### config.mk
export PLATFORM = sky130hd
export DESIGN_NAME = shot_arbiter_flat
export DESIGN_NICKNAME = d
export VERILOG_FILES = /design/src/rtl/shot_arb_pkg.sv /design/src/rtl/shot_arbiter_if.sv /design/src/rtl/rr_pick.sv /design/src/rtl/shot_arbiter.sv /design/src/flat_wrapper.sv
export SDC_FILE = /design/constraint.sdc
export NUM_CORES = 1
export LEC_CHECK = 0
export ABC_AREA = 1
export BUFFER_PORTS_ARGS = -buffer_cell sky130_fd_sc_hd__buf_2
export CAP_MARGIN = 20
export CORE_ASPECT_RATIO = 1.75
export CORE_MARGIN = 4
export CORE_UTILIZATION = 45
export CTS_CLUSTER_SIZE = 24
export DETAILED_ROUTE_END_ITERATION = 12
export GPL_TIMING_DRIVEN = 0
export PLACE_DENSITY = 0.67
export SYNTH_ARGS = -nofsm -noshare
export SYNTH_HDL_FRONTEND = slang
export SYNTH_SLANG_ARGS = --single-unit
### constraint.sdc
create_clock -name clk -period 3.9 [get_ports clk]
set_input_delay 0.39 -clock clk [delete_from_list [all_inputs] [get_ports clk]]
set_output_delay 0.39 -clock clk [all_outputs]
set_load 0.05 [all_outputs]
### src/rtl/shot_arb_pkg.sv
// Shared definitions for the shot arbiter: FSM state encoding and shot counter width.
package shot_arb_pkg;

  typedef enum logic [1:0] {
    StIdle = 2'b00,
    StFire = 2'b01,
    StCool = 2'b10,
    StDone = 2'b11
  } shot_state_e;

  localparam int unsigned CountWidth = 16;

endpackage

### src/rtl/shot_arbiter_if.sv
// Request/grant/fire bundle between requesters (master) and the shot arbiter (slave).
// shot_count exists only when SHOT_ARB_COUNT_EN is defined.
interface shot_arbiter_if #(
  parameter int unsigned N = 4
);
  import shot_arb_pkg::*;

  logic         enable;
  logic [N-1:0] req;
  logic [N-1:0] grant;
  logic         fire;
  logic [N-1:0] done;
  logic         busy;
`ifdef SHOT_ARB_COUNT_EN
  logic [CountWidth-1:0] shot_count;

  modport master (output enable, req, input grant, fire, done, busy, shot_count);
  modport slave (input enable, req, output grant, fire, done, busy, shot_count);
`else
  modport master (output enable, req, input grant, fire, done, busy);
  modport slave (input enable, req, output grant, fire, done, busy);
`endif

endinterface

### src/rtl/rr_pick.sv
// Combinational round-robin picker: first set request strictly after last_i, wrapping at N.
module rr_pick #(
  parameter int unsigned N    = 4,
  parameter int unsigned IdxW = (N > 1) ? $clog2(N) : 1
) (
  input  logic [N-1:0]    req_i,
  input  logic [IdxW-1:0] last_i,
  output logic [N-1:0]    pick_o,
  output logic [IdxW-1:0] idx_o,
  output logic            valid_o
);

  int unsigned j;

  always_comb begin
    pick_o  = '0;
    idx_o   = '0;
    valid_o = 1'b0;
    j       = 0;
    // Scan N positions starting one past the previous winner; last_i itself comes last.
    for (int unsigned i = 1; i <= N; i++) begin
      j = (int'(last_i) + i) % N;
      if (!valid_o && req_i[j]) begin
        valid_o   = 1'b1;
        pick_o[j] = 1'b1;
        idx_o     = IdxW'(j);
      end
    end
  end

endmodule

### src/rtl/shot_arbiter.sv
// Round-robin owner of a shared shot resource: fire pulse, cooldown, one-cycle done to winner.
// Optional 16-bit completed-shot counter enabled by SHOT_ARB_COUNT_EN.
module shot_arbiter
  import shot_arb_pkg::*;
#(
  parameter int unsigned N           = 4,
  parameter int unsigned FIRE_CYCLES = 3,
  parameter int unsigned COOL_CYCLES = 2
) (
  input logic            clk,
  input logic            reset,
  shot_arbiter_if.slave  bus
);

  localparam int unsigned IdxW   = (N > 1) ? $clog2(N) : 1;
  localparam int unsigned CntMax = (FIRE_CYCLES > COOL_CYCLES) ? FIRE_CYCLES : COOL_CYCLES;
  localparam int unsigned CntW   = $clog2(CntMax + 1);

  shot_state_e     state_q, state_d;
  logic [CntW-1:0] cnt_q, cnt_d;
  logic [IdxW-1:0] last_q, last_d;
  logic [IdxW-1:0] win_q, win_d;
  logic [N-1:0]    grant_q, grant_d;
  logic [N-1:0]    done_q, done_d;
  logic            fire_q, fire_d;
  logic            busy_q, busy_d;
  logic            shot_done;

  logic [N-1:0]    pick;
  logic [IdxW-1:0] pick_idx;
  logic            pick_valid;

  rr_pick #(
    .N    (N),
    .IdxW (IdxW)
  ) u_rr_pick (
    .req_i   (bus.req),
    .last_i  (last_q),
    .pick_o  (pick),
    .idx_o   (pick_idx),
    .valid_o (pick_valid)
  );

  always_comb begin
    state_d   = state_q;
    cnt_d     = cnt_q;
    last_d    = last_q;
    win_d     = win_q;
    grant_d   = grant_q;
    fire_d    = fire_q;
    done_d    = '0;
    busy_d    = busy_q;
    shot_done = 1'b0;
    case (state_q)
      StIdle: begin
        if (bus.enable && pick_valid) begin
          grant_d = pick;
          win_d   = pick_idx;
          fire_d  = 1'b1;
          busy_d  = 1'b1;
          cnt_d   = CntW'(FIRE_CYCLES - 1);
          state_d = StFire;
        end
      end
      StFire: begin
        if (cnt_q == '0) begin
          fire_d = 1'b0;
          if (COOL_CYCLES > 0) begin
            cnt_d   = CntW'(COOL_CYCLES - 1);
            state_d = StCool;
          end else begin
            done_d  = grant_q;
            state_d = StDone;
          end
        end else begin
          cnt_d = CntW'(cnt_q - 1'b1);
        end
      end
      StCool: begin
        if (cnt_q == '0) begin
          done_d  = grant_q;
          state_d = StDone;
        end else begin
          cnt_d = CntW'(cnt_q - 1'b1);
        end
      end
      StDone: begin
        grant_d   = '0;
        busy_d    = 1'b0;
        last_d    = win_q;
        shot_done = 1'b1;
        state_d   = StIdle;
      end
      default: state_d = StIdle;
    endcase
  end

  always_ff @(posedge clk or negedge reset) begin
    if (!reset) begin
      state_q <= StIdle;
      cnt_q   <= '0;
      last_q  <= IdxW'(N - 1);
      win_q   <= '0;
      grant_q <= '0;
      done_q  <= '0;
      fire_q  <= 1'b0;
      busy_q  <= 1'b0;
    end else begin
      state_q <= state_d;
      cnt_q   <= cnt_d;
      last_q  <= last_d;
      win_q   <= win_d;
      grant_q <= grant_d;
      done_q  <= done_d;
      fire_q  <= fire_d;
      busy_q  <= busy_d;
    end
  end

  assign bus.grant = grant_q;
  assign bus.fire  = fire_q;
  assign bus.done  = done_q;
  assign bus.busy  = busy_q;

`ifdef SHOT_ARB_COUNT_EN
  logic [CountWidth-1:0] count_q;

  always_ff @(posedge clk or negedge reset) begin
    if (!reset) begin
      count_q <= '0;
    end else if (shot_done) begin
      count_q <= count_q + 1'b1;
    end
  end

  assign bus.shot_count = count_q;
`else
  logic unused_shot_done;
  assign unused_shot_done = shot_done;
`endif

endmodule

### src/flat_wrapper.sv
// flat-port wrapper written by rule: the top's interface ports become plain ports
module shot_arbiter_flat import shot_arb_pkg::*;
#(
  parameter int unsigned N           = 4,
  parameter int unsigned FIRE_CYCLES = 3,
  parameter int unsigned COOL_CYCLES = 2
)
  (clk, reset, bus_enable, bus_req, bus_grant, bus_fire, bus_done, bus_busy);
  shot_arbiter_if #(.N(N)) bus_i ();
  input logic clk;
  input logic reset;
  input wire logic [$bits(bus_i.enable)-1:0] bus_enable;
  input wire logic [$bits(bus_i.req)-1:0] bus_req;
  output wire logic [$bits(bus_i.grant)-1:0] bus_grant;
  output wire logic [$bits(bus_i.fire)-1:0] bus_fire;
  output wire logic [$bits(bus_i.done)-1:0] bus_done;
  output wire logic [$bits(bus_i.busy)-1:0] bus_busy;
  assign bus_i.enable = bus_enable;
  assign bus_i.req = bus_req;
  assign bus_grant = bus_i.grant;
  assign bus_fire = bus_i.fire;
  assign bus_done = bus_i.done;
  assign bus_busy = bus_i.busy;
  shot_arbiter #(.N(N), .FIRE_CYCLES(FIRE_CYCLES), .COOL_CYCLES(COOL_CYCLES)) u_core (.clk(clk), .reset(reset), .bus(bus_i));
endmodule
==> impl_metrics.ini, run 1 <==
[placed_design]
placed_cell_area_sq_um = 1480
port_buffers = 16
dpl.hpwl_mm = 2.29
gp_congestion = 0.776

[layout]
utilization_pct = 52.3
area_growth_pct = 12.5
final_cell_area_sq_um = 1530
antenna_cells = 0
drive_gt1_share_pct = 23.0
nets = 214

[pwr]
leakage_nw = 0.800
irDropWorstVdd_mv = 0.480
pwr_density_cell_nw_per_um2 = 859
power_frac_clock_pct = 11.6
pwr-share-seq_pct = 24.9
p_sw_w = 0.000699
swShare_pct = 53.1
p_comb_share_pct = 63.6
total_power_w = 0.00132
p_int_w = 0.000616

[floorplan]
io_pins = 17
die-area_sq_um = 4000
design.core.area_sq_um = 2930
die_width_um = 49.6
dieHeight_um = 80.8
start_util_pct = 46.5
rows = 26

[global_routing]
grtUsageTotal_pct = 15.5
grt_pass1_vias = 1223
grt_pass1_wl_mm = 4.88
grt_max_degree = 19
grt_overflow_total = 0
antenna_found_initial = 0

[clock_tree]
cts_tree = done
ctsRootBufferMaster = clkbuf_8
insertion_delay_ns = 0.25
htree_levels = 1
clockBufferDepth = 2
cts_setup_buffers = 0
clk_pin_slew_ns = 0.07
cts_hold_buf = 0
cts_sinks = 18
cts_made_buffers = 3
cts_resized = 0

[setup_path]
worstPathCellList = inv_1 > ha_1 > inv_1 > nand2_2 > nand2_1 > inv_1 > nand3_1 > nand3_1 > nand2_1 > nand2_1
cp_slowest_cell = dfstp_2
crit_fanout = 9
end_kind = register
critPathMaxStageDelay_ns = 0.64
setup.worst_path.start = u_core.last_q[1]$_DFFE_PN1P_
r2r-start = u_core.last_q[1]$_DFFE_PN1P_
cp.required_ns = 4.09
cp.arrival_ns = 2.30
start_kind = register
crit_type = register to register

[logic_synthesis]
syn_nets = 193
syn_area_sq_um = 1360
synth.most_common_cell = nand2_1
synth_area_leaders = dfrtp_1 29%, ha_1 14%, nand2_1 10%, nand3_1 8.5%, inv_1 4.7%
ys_seq_elements = 18
synthTopCellsByCount = 37 x nand2_1, 23 x nand3_1, 17 x inv_1, 16 x dfrtp_1, 15 x ha_1
yosysTopAreaCellShare_pct = 29.4
synth-seq-area-share_pct = 33.3
yosysTopAreaCell = dfrtp_1
ys_warn_count = 0
avgSynthCellArea_sq_um = 7.96
synthCells = 171
synth_edf_count = 0
synth_cell_type_count = 21
ys.flop_type = dfrtp_1
async_flop_share_pct = 100

[timing]
period_minus_slack_ns = 2.11
fmax_ghz = 0.475
finalSetupViolations = 0
maxSlewHeadroom_pct = 72.3
clock-skew-final_ns = 0.00135
fin_crit_sh_pct = 54.0
grt_setup_unrepaired = false
final-max-slew-violation-count = 0
tightestPinTransition_ns = 0.416
final_hold_viol_count = 0
tns_ns = 0

[routing]
postRouteAntennaNets = 0
post_drt_wl_per_cell_um = 12.9
drtPass1Iterations = 4
via_per_inst = 5.44
drt-total-wl_mm = 2.83
drc = 0
initialDrtViolationCount = 46
vias = 1192

[outcome]
status = completed

[min_path]
hold_path_class = primary input to asynchronous set/reset pin

[job]
maxCapViolations = 0
==> per-layer routing <==
metal | vias up | part of all wire (%) | track usage (%)
met2 | 21 | 58 | 32.1
met4 | 0 | 2.6 | 8.31
met5 | - | 0 | 0
li1 | 604 | - | -
met1 | 558 | 36 | 14.2
met3 | 9 | 3.0 | 1.65
==> power by group through the flow <==
stage | sequential [W] | combinational (W) | clock, W
after floorplan | 0.000410 | 0.000578 | 0
after global placement | 0.000327 | 0.000814 | 0
after detailed placement | 0.000329 | 0.000839 | 0
after CTS | 0.000326 | 0.000842 | 0.000156
after global routing | 0.000335 | 0.000946 | 0.000166
final | 0.000327 | 0.000837 | 0.000152
==> layout by cell type, fill, tap and decap left out <==
cell type	instances
nand4_1	5
nand2_2	8
o221ai_1	1
nand3_4	2
nand2_4	5
o21ai_1	2
clkbuf_8	4
ha_1	15
nand3_2	1
nand3_1	23
o21ai_0	7
buf_2	16
nand2_1	37
a21oi_1	9
nand3b_1	1
inv_1	17
nor2_8	1
nor2_1	10
dfrtp_1	16
dfstp_2	2
a21boi_0	4
nor2_2	3
inv_2	2
==> cells by family after synthesis <==
group / count (synthesis) / synth area share (%)
compound gates: 23 / 9.47
fa+ha+maj: 15 / 13.8
buf+inv: 19 / 5.24
flops: 18 / 33.3
simple gates: 96 / 38.2
==> path summary, 6_finish.rpt <==
check | endpoint | slack (ns) | cells after the start
setup / recovery | u_core.bus.grant[3]$_DFFE_PN0P_ | 1.79 | 10
hold / removal | u_core.bus.grant[3]$_DFFE_PN0P_ | 0.06 | 1
setup reg to reg | u_core.bus.grant[3]$_DFFE_PN0P_ | 1.79 | 10
hold reg to reg | u_core.win_q[0]$_DFFE_PN0P_ | 0.49 | 2
max in group asynchronous | u_core.last_q[1]$_DFFE_PN1P_ | 3.51 | 1
min in group clk | u_core.win_q[0]$_DFFE_PN0P_ | 0.49 | 2
==> area by class of cell <==
class	count	area, sq um
Fill cell	302	1400
Multi-Input combinational cell	134	837
Sequential cell	18	453
Timing Repair Buffer	16	80.1
Inverter	19	71.3
Clock buffer	4	55.1
Tap cell	28	35.0
==> worst max-delay path, delay by kind of cell (launching register included) <==
family	cells	cell delay, ns
DFF	1	0.64
and+or+nand+nor	6	0.53
buffers and inverters	3	0.47
adders and majority gates	1	0.40
==> sequential cells by signal, indices dropped and copies added (netlist names) <==
name and count:
u_core.bus.busy 1, u_core.win_q 2, u_core.last_q 2, u_core.cnt_q 2
u_core.bus.done 4, u_core.bus.grant 4, u_core.bus.fire 1, u_core.state_q 2
==> stage by stage <==
stage               hold WS [ns]  std cells  setup slack [ns]
CTS                       0.0693        219              1.82
detailed placement         0.347        215              1.83
finish                    0.0592        219              1.79
global route              0.0746        219              1.65
floorplan                 0.0944        171              2.12
global placement           0.342        215              1.90
Power figures use the tool's default switching activity.
==> run 2: changes to the inputs <==
- PLACE_DENSITY: 0.67 -> 0.7
- clock period: 3.9 -> 1.74 ns (I/O delays scaled with it)
==> run 2 against run 1 <==
  * Critical path depth unchanged
  * Clock power is 120% higher
  * Via count grew 7.0%
  * First-iteration DRC count decreased by 30%
  * Sequential cell count did not move
  * Combinational power grew to 2.9 times the previous value
  * Clock-buffer cell count stayed put
  * Sequential power rose by 120%
  * Fmax is 21% higher
  * Non-clock buffer count increased by 12
  * Clock skew increased by 0.00057 ns
  * Critical path type unchanged
  * Global-route usage grew 0.42 points
==> impl_metrics.ini, run 2 (synthesized netlist as in run 1, its figures left out) <==
[clock_tree]
cts_tree = done
insertion_delay_ns = 0.25
cts_sinks = 18
clockBufferDepth = 2
clk_pin_slew_ns = 0.07
cts_made_buffers = 3
htree_levels = 1
ctsRootBufferMaster = clkbuf_8

[layout]
nets = 226
drive_gt1_share_pct = 33.5
mostFrequentLayoutCell = nand2_1
antenna_cells = 0
area_growth_pct = 25.7
final_cell_mix = 35 x nand2_1, 21 x nand3_1, 17 x buf_2

[floorplan]
dieHeight_um = 80.8
start_util_pct = 46.5
io_pins = 17
design.core.area_sq_um = 2930
die_width_um = 49.6
rows = 26
die-area_sq_um = 4000

[setup_path]
r2r-start = u_core.last_q[0]$_DFFE_PN1P_
setup.worst_path.start = u_core.last_q[0]$_DFFE_PN1P_
crit_type = register to register
crit_fanout = 7
cp.required_ns = 1.93
start_kind = register
end_kind = register
cp.arrival_ns = 1.93

[global_routing]
grt_overflow_total = 0
grt_pass1_vias = 1239
grt_pass1_wl_mm = 5.00
grtUsageTotal_pct = 16.0
antenna_found_initial = 0
grt_max_degree = 19

[pwr]
p_int_w = 0.00164
swShare_pct = 52.2
irDropWorstVdd_mv = 1.22
leakage_nw = 0.873
pwr-share-seq_pct = 20.5
p_sw_w = 0.00179
p_comb_share_pct = 69.6
pwr_density_cell_nw_per_um2 = 2010
power_frac_clock_pct = 9.9

[routing]
vias = 1276
post_drt_wl_per_cell_um = 13.9
wl_met1_mm = 1.14
initialDrtViolationCount = 32
drtPass1Iterations = 4
route.met3.wl_um = 52
dr.max_layer_used = met4
postRouteAntennaNets = 0
drt-total-wl_mm = 3.21
drc = 0
wl_met2_mm = 1.93
via_per_inst = 5.52

[timing]
layout_setup_ws_ns = 0.000564
maxSlewHeadroom_pct = 74.0
period_minus_slack_ns = 1.74
grt_setup_unrepaired = true
fmax_ghz = 0.575
clock-skew-final_ns = 0.00192
finalSetupViolations = 0
hold_ws_ns = 0.327
fin_crit_sh_pct = 100
tightestPinTransition_ns = 0.390
final-max-slew-violation-count = 0
final_hold_viol_count = 0

[outcome]
status = completed

[placed_design]
gp_congestion = 0.807
pre_cts_slack_ns = -0.189
dpl.hpwl_mm = 2.37
port_buffers = 16

[job]
maxCapViolations = 0

[min_path]
hold_path_class = primary input to register
worstHoldStart = bus_enable
-- run 2: final timing paths --
kind | cells past startpoint | slack [ns] | end
max | 10 | 0.0006 | u_core.bus.grant[3]$_DFFE_PN0P_
min | 3 | 0.33 | u_core.bus.busy$_DFFE_PN0P_
max reg2reg | 10 | 0.0006 | u_core.bus.grant[3]$_DFFE_PN0P_
min reg2reg | 2 | 0.50 | u_core.win_q[0]$_DFFE_PN0P_
max in group asynchronous | 2 | 1.05 | u_core.last_q[1]$_DFFE_PN1P_
min in group asynchronous | 2 | 0.37 | u_core.bus.done[0]$_DFF_PN0_
-- run 2: power by group through the flow --
| stage | sequential, W | combinational (W) | clock [W] |
|---|---|---|---|
| floorplan | 0.000923 | 0.00133 | 0 |
| global placement | 0.000739 | 0.00185 | 0 |
| detailed placement | 0.000754 | 0.00193 | 0 |
| CTS | 0.000703 | 0.00205 | 0.000343 |
| global route | 0.000725 | 0.00262 | 0.000366 |
| finish | 0.000704 | 0.00239 | 0.000339 |
-- run 2: final cells by class --
class                      count  area [sq um]
inverter                      19          78.8
timing repair buffer          28           174
multi-input combinational    134           916
fill                         279          1220
sequential                    18           453
tap                           28          35.0
clock buffer                   4          55.1
-- run 2: per-layer routing --
metal	GRT usage, %	vias up
met4	8.59	0
li1	-	626
met5	0	-
met1	14.1	620
met2	34.0	20
met3	1.10	10
-- run 2: what timing repair did --
| item | 4_1_cts | 5_1_grt |
|---|---|---|
| endpoints found under the setup margin | 6 | 7 |
| setup buffers | 2 | 9 |
| pin swaps | 1 | 7 |
| hold buffers | 1 | 0 |
| gates resized for setup | 4 | 20 |
| endpoints found under the hold margin | 16 | 0 |
-- run 2: metrics by stage --
stage | instances | instance area (sq um) | util, % | total power (W) | TNS [ns]
3_3_place_gp | 215 | 1490 | 50.9 | 0.00259 | -0.588
4_1_cts | 222 | 1580 | 54.1 | 0.00309 | 0
2_1_floorplan | 171 | 1380 | - | 0.00225 | 0
6_report | 231 | 1710 | 58.5 | 0.00344 | 0
5_1_grt | 231 | 1710 | 58.5 | 0.00371 | -0.355
3_5_place_dp | 215 | 1490 | 50.9 | 0.00268 | -0.934
-- run 2: critical path, cell delays in order (launching register included) --
cell and delay (ns):
dfstp_2 0.57, clkinv_4 0.09, ha_4 0.33, inv_4 0.05
nand2_4 0.08, nand2_4 0.07, nor2_4 0.20, a21oi_2 0.08
nand3_1 0.07, nand2_1 0.05, nand2_1 0.07
==> run 3: changes to the inputs <==
- PLACE_DENSITY: 0.7 -> 0.67
- clock period: 1.74 -> 1.9 ns (I/O delays scaled with it)
==> run 3 against run 2 <==
  * First-iteration DRC count down 6.3%
  * Worst setup slack better by 0.11 ns
  * Wire length down 7.0%
  * Total power down 18%
  * Critical endpoint unchanged
  * Largest power group unchanged
  * Highest routed layer unchanged
==> impl_metrics.ini, run 3 (synthesized netlist as in run 1, its figures left out) <==
[floorplan]
start_util_pct = 46.5
io_pins = 17
rows = 26
design.core.area_sq_um = 2930
die-area_sq_um = 4000
die_width_um = 49.6
dieHeight_um = 80.8

[layout]
drive_gt1_share_pct = 26.7
stdcell_count = 223
mostFrequentLayoutCell = nand2_1
nFillCells = 297
nets = 218
antenna_cells = 0
utilization_pct = 54.4
final_cell_area_sq_um = 1590
area_growth_pct = 17.0
final_cell_mix = 36 x nand2_1, 22 x nand3_1, 16 x buf_2, 16 x dfrtp_1, 15 x inv_1

[routing]
post_drt_wl_per_cell_um = 13.4
drt-total-wl_mm = 2.99
initialDrtViolationCount = 30
postRouteAntennaNets = 0
drtPass1Iterations = 4
via_per_inst = 5.48
vias = 1221
drc = 0

[global_routing]
grt_pass1_wl_mm = 5.02
antenna_found_initial = 0
grtUsageTotal_pct = 16.1
grt_overflow_total = 0
grt_max_degree = 19
grt_pass1_vias = 1246

[setup_path]
crit_type = register to register
crit_fanout = 12
end_kind = register
cp.arrival_ns = 1.93
cp.required_ns = 2.04
start_kind = register

[clock_tree]
clk_pin_slew_ns = 0.07
cts_sinks = 18
htree_levels = 1
ctsRootBufferMaster = clkbuf_8
cts_made_buffers = 3
insertion_delay_ns = 0.25
cts_tree = done
clockBufferDepth = 2

[placed_design]
pre_cts_slack_ns = -0.170
dpl.cell_count = 215
dpl.hpwl_mm = 2.29
placed_cell_area_sq_um = 1480
gp_congestion = 0.776
port_buffers = 16

[timing]
layout_setup_ws_ns = 0.108
fmax_ghz = 0.558
tightestPinTransition_ns = 0.415
period_minus_slack_ns = 1.79
finalSetupViolations = 0
fin_crit_sh_pct = 94.3
tns_ns = 0
maxSlewHeadroom_pct = 72.4
clock-skew-final_ns = 0.00115
final_hold_viol_count = 0
final-max-slew-violation-count = 0
grt_setup_unrepaired = false

[pwr]
irDropWorstVdd_mv = 0.992
pwr_density_cell_nw_per_um2 = 1780
leakage_nw = 0.819

[min_path]
hold_path_class = primary input to register

[job]
maxCapViolations = 0

[outcome]
status = completed
==> run 3: stage by stage <==
step	hold WS, ns	power (W)
3_5_place_dp	0.147	0.00240
6_report	0.323	0.00283
3_3_place_gp	0.142	0.00234
2_1_floorplan	-0.106	0.00203
5_1_grt	0.345	0.00310
4_1_cts	0.323	0.00280
==> run 3: per-layer routing <==
layer | track usage (%) | wire length [um] | part of all wire (%)
met1 | 14.4 | 1090 | 36
met2 | 33.3 | 1750 | 58
met3 | 1.65 | 81 | 2.7
met4 | 9.14 | 76 | 2.5
met5 | 0 | 0 | 0
==> run 3: layout make-up <==
cell class	instances	area, sq um	share of cell area, %
multi-input combinational	134	862	54.1
sequential	18	453	28.4
timing repair buffer	20	113	7.07
inverter	19	75.1	4.71
clock buffer	4	55.1	3.46
tap	28	35.0	2.20
==> run 3: power by group <==
part | total [W] | switching [W] | leakage, nW | internal [W]
Clock | 0.000311 | 0.000127 | 0.0288 | 0.000184
Sequential | 0.000632 | 0.0000953 | 0.229 | 0.000537
Combinational | 0.00188 | 0.00127 | 0.561 | 0.000619
==> run 3: path summary, 6_finish.rpt <==
kind	cells past startpoint	startpoint	slack, ns	end
max	10	u_core.last_q[0]$_DFFE_PN1P_	0.11	u_core.bus.grant[3]$_DFFE_PN0P_
min	3	bus_enable	0.32	u_core.bus.busy$_DFFE_PN0P_
max reg2reg	10	u_core.last_q[0]$_DFFE_PN1P_	0.11	u_core.bus.grant[3]$_DFFE_PN0P_
min reg2reg	2	u_core.win_q[0]$_DFFE_PN0P_	0.49	u_core.win_q[0]$_DFFE_PN0P_
max in group asynchronous	2	reset	1.17	u_core.last_q[1]$_DFFE_PN1P_
min in group asynchronous	2	reset	0.40	u_core.bus.grant[3]$_DFFE_PN0P_
==> run 3: critical path: stages, from the launching register on <==
cell	delay, ns
dfstp_2	0.54
inv_2	0.12
ha_4	0.29
inv_1	0.10
nand2_2	0.10
nand2_2	0.11
nor2_4	0.05
a21oi_1	0.14
nand3_1	0.09
nand2_1	0.07
nand2_1	0.06
==> run 3: what timing repair did <==
| action | CTS | global route |
|---|---|---|
| gates resized for setup | 2 | 4 |
| hold endpoints to repair | 16 | 0 |
| hold buffers | 1 | 0 |
| setup endpoints to repair | 6 | 5 |
| buffers inserted | 3 | 0 |
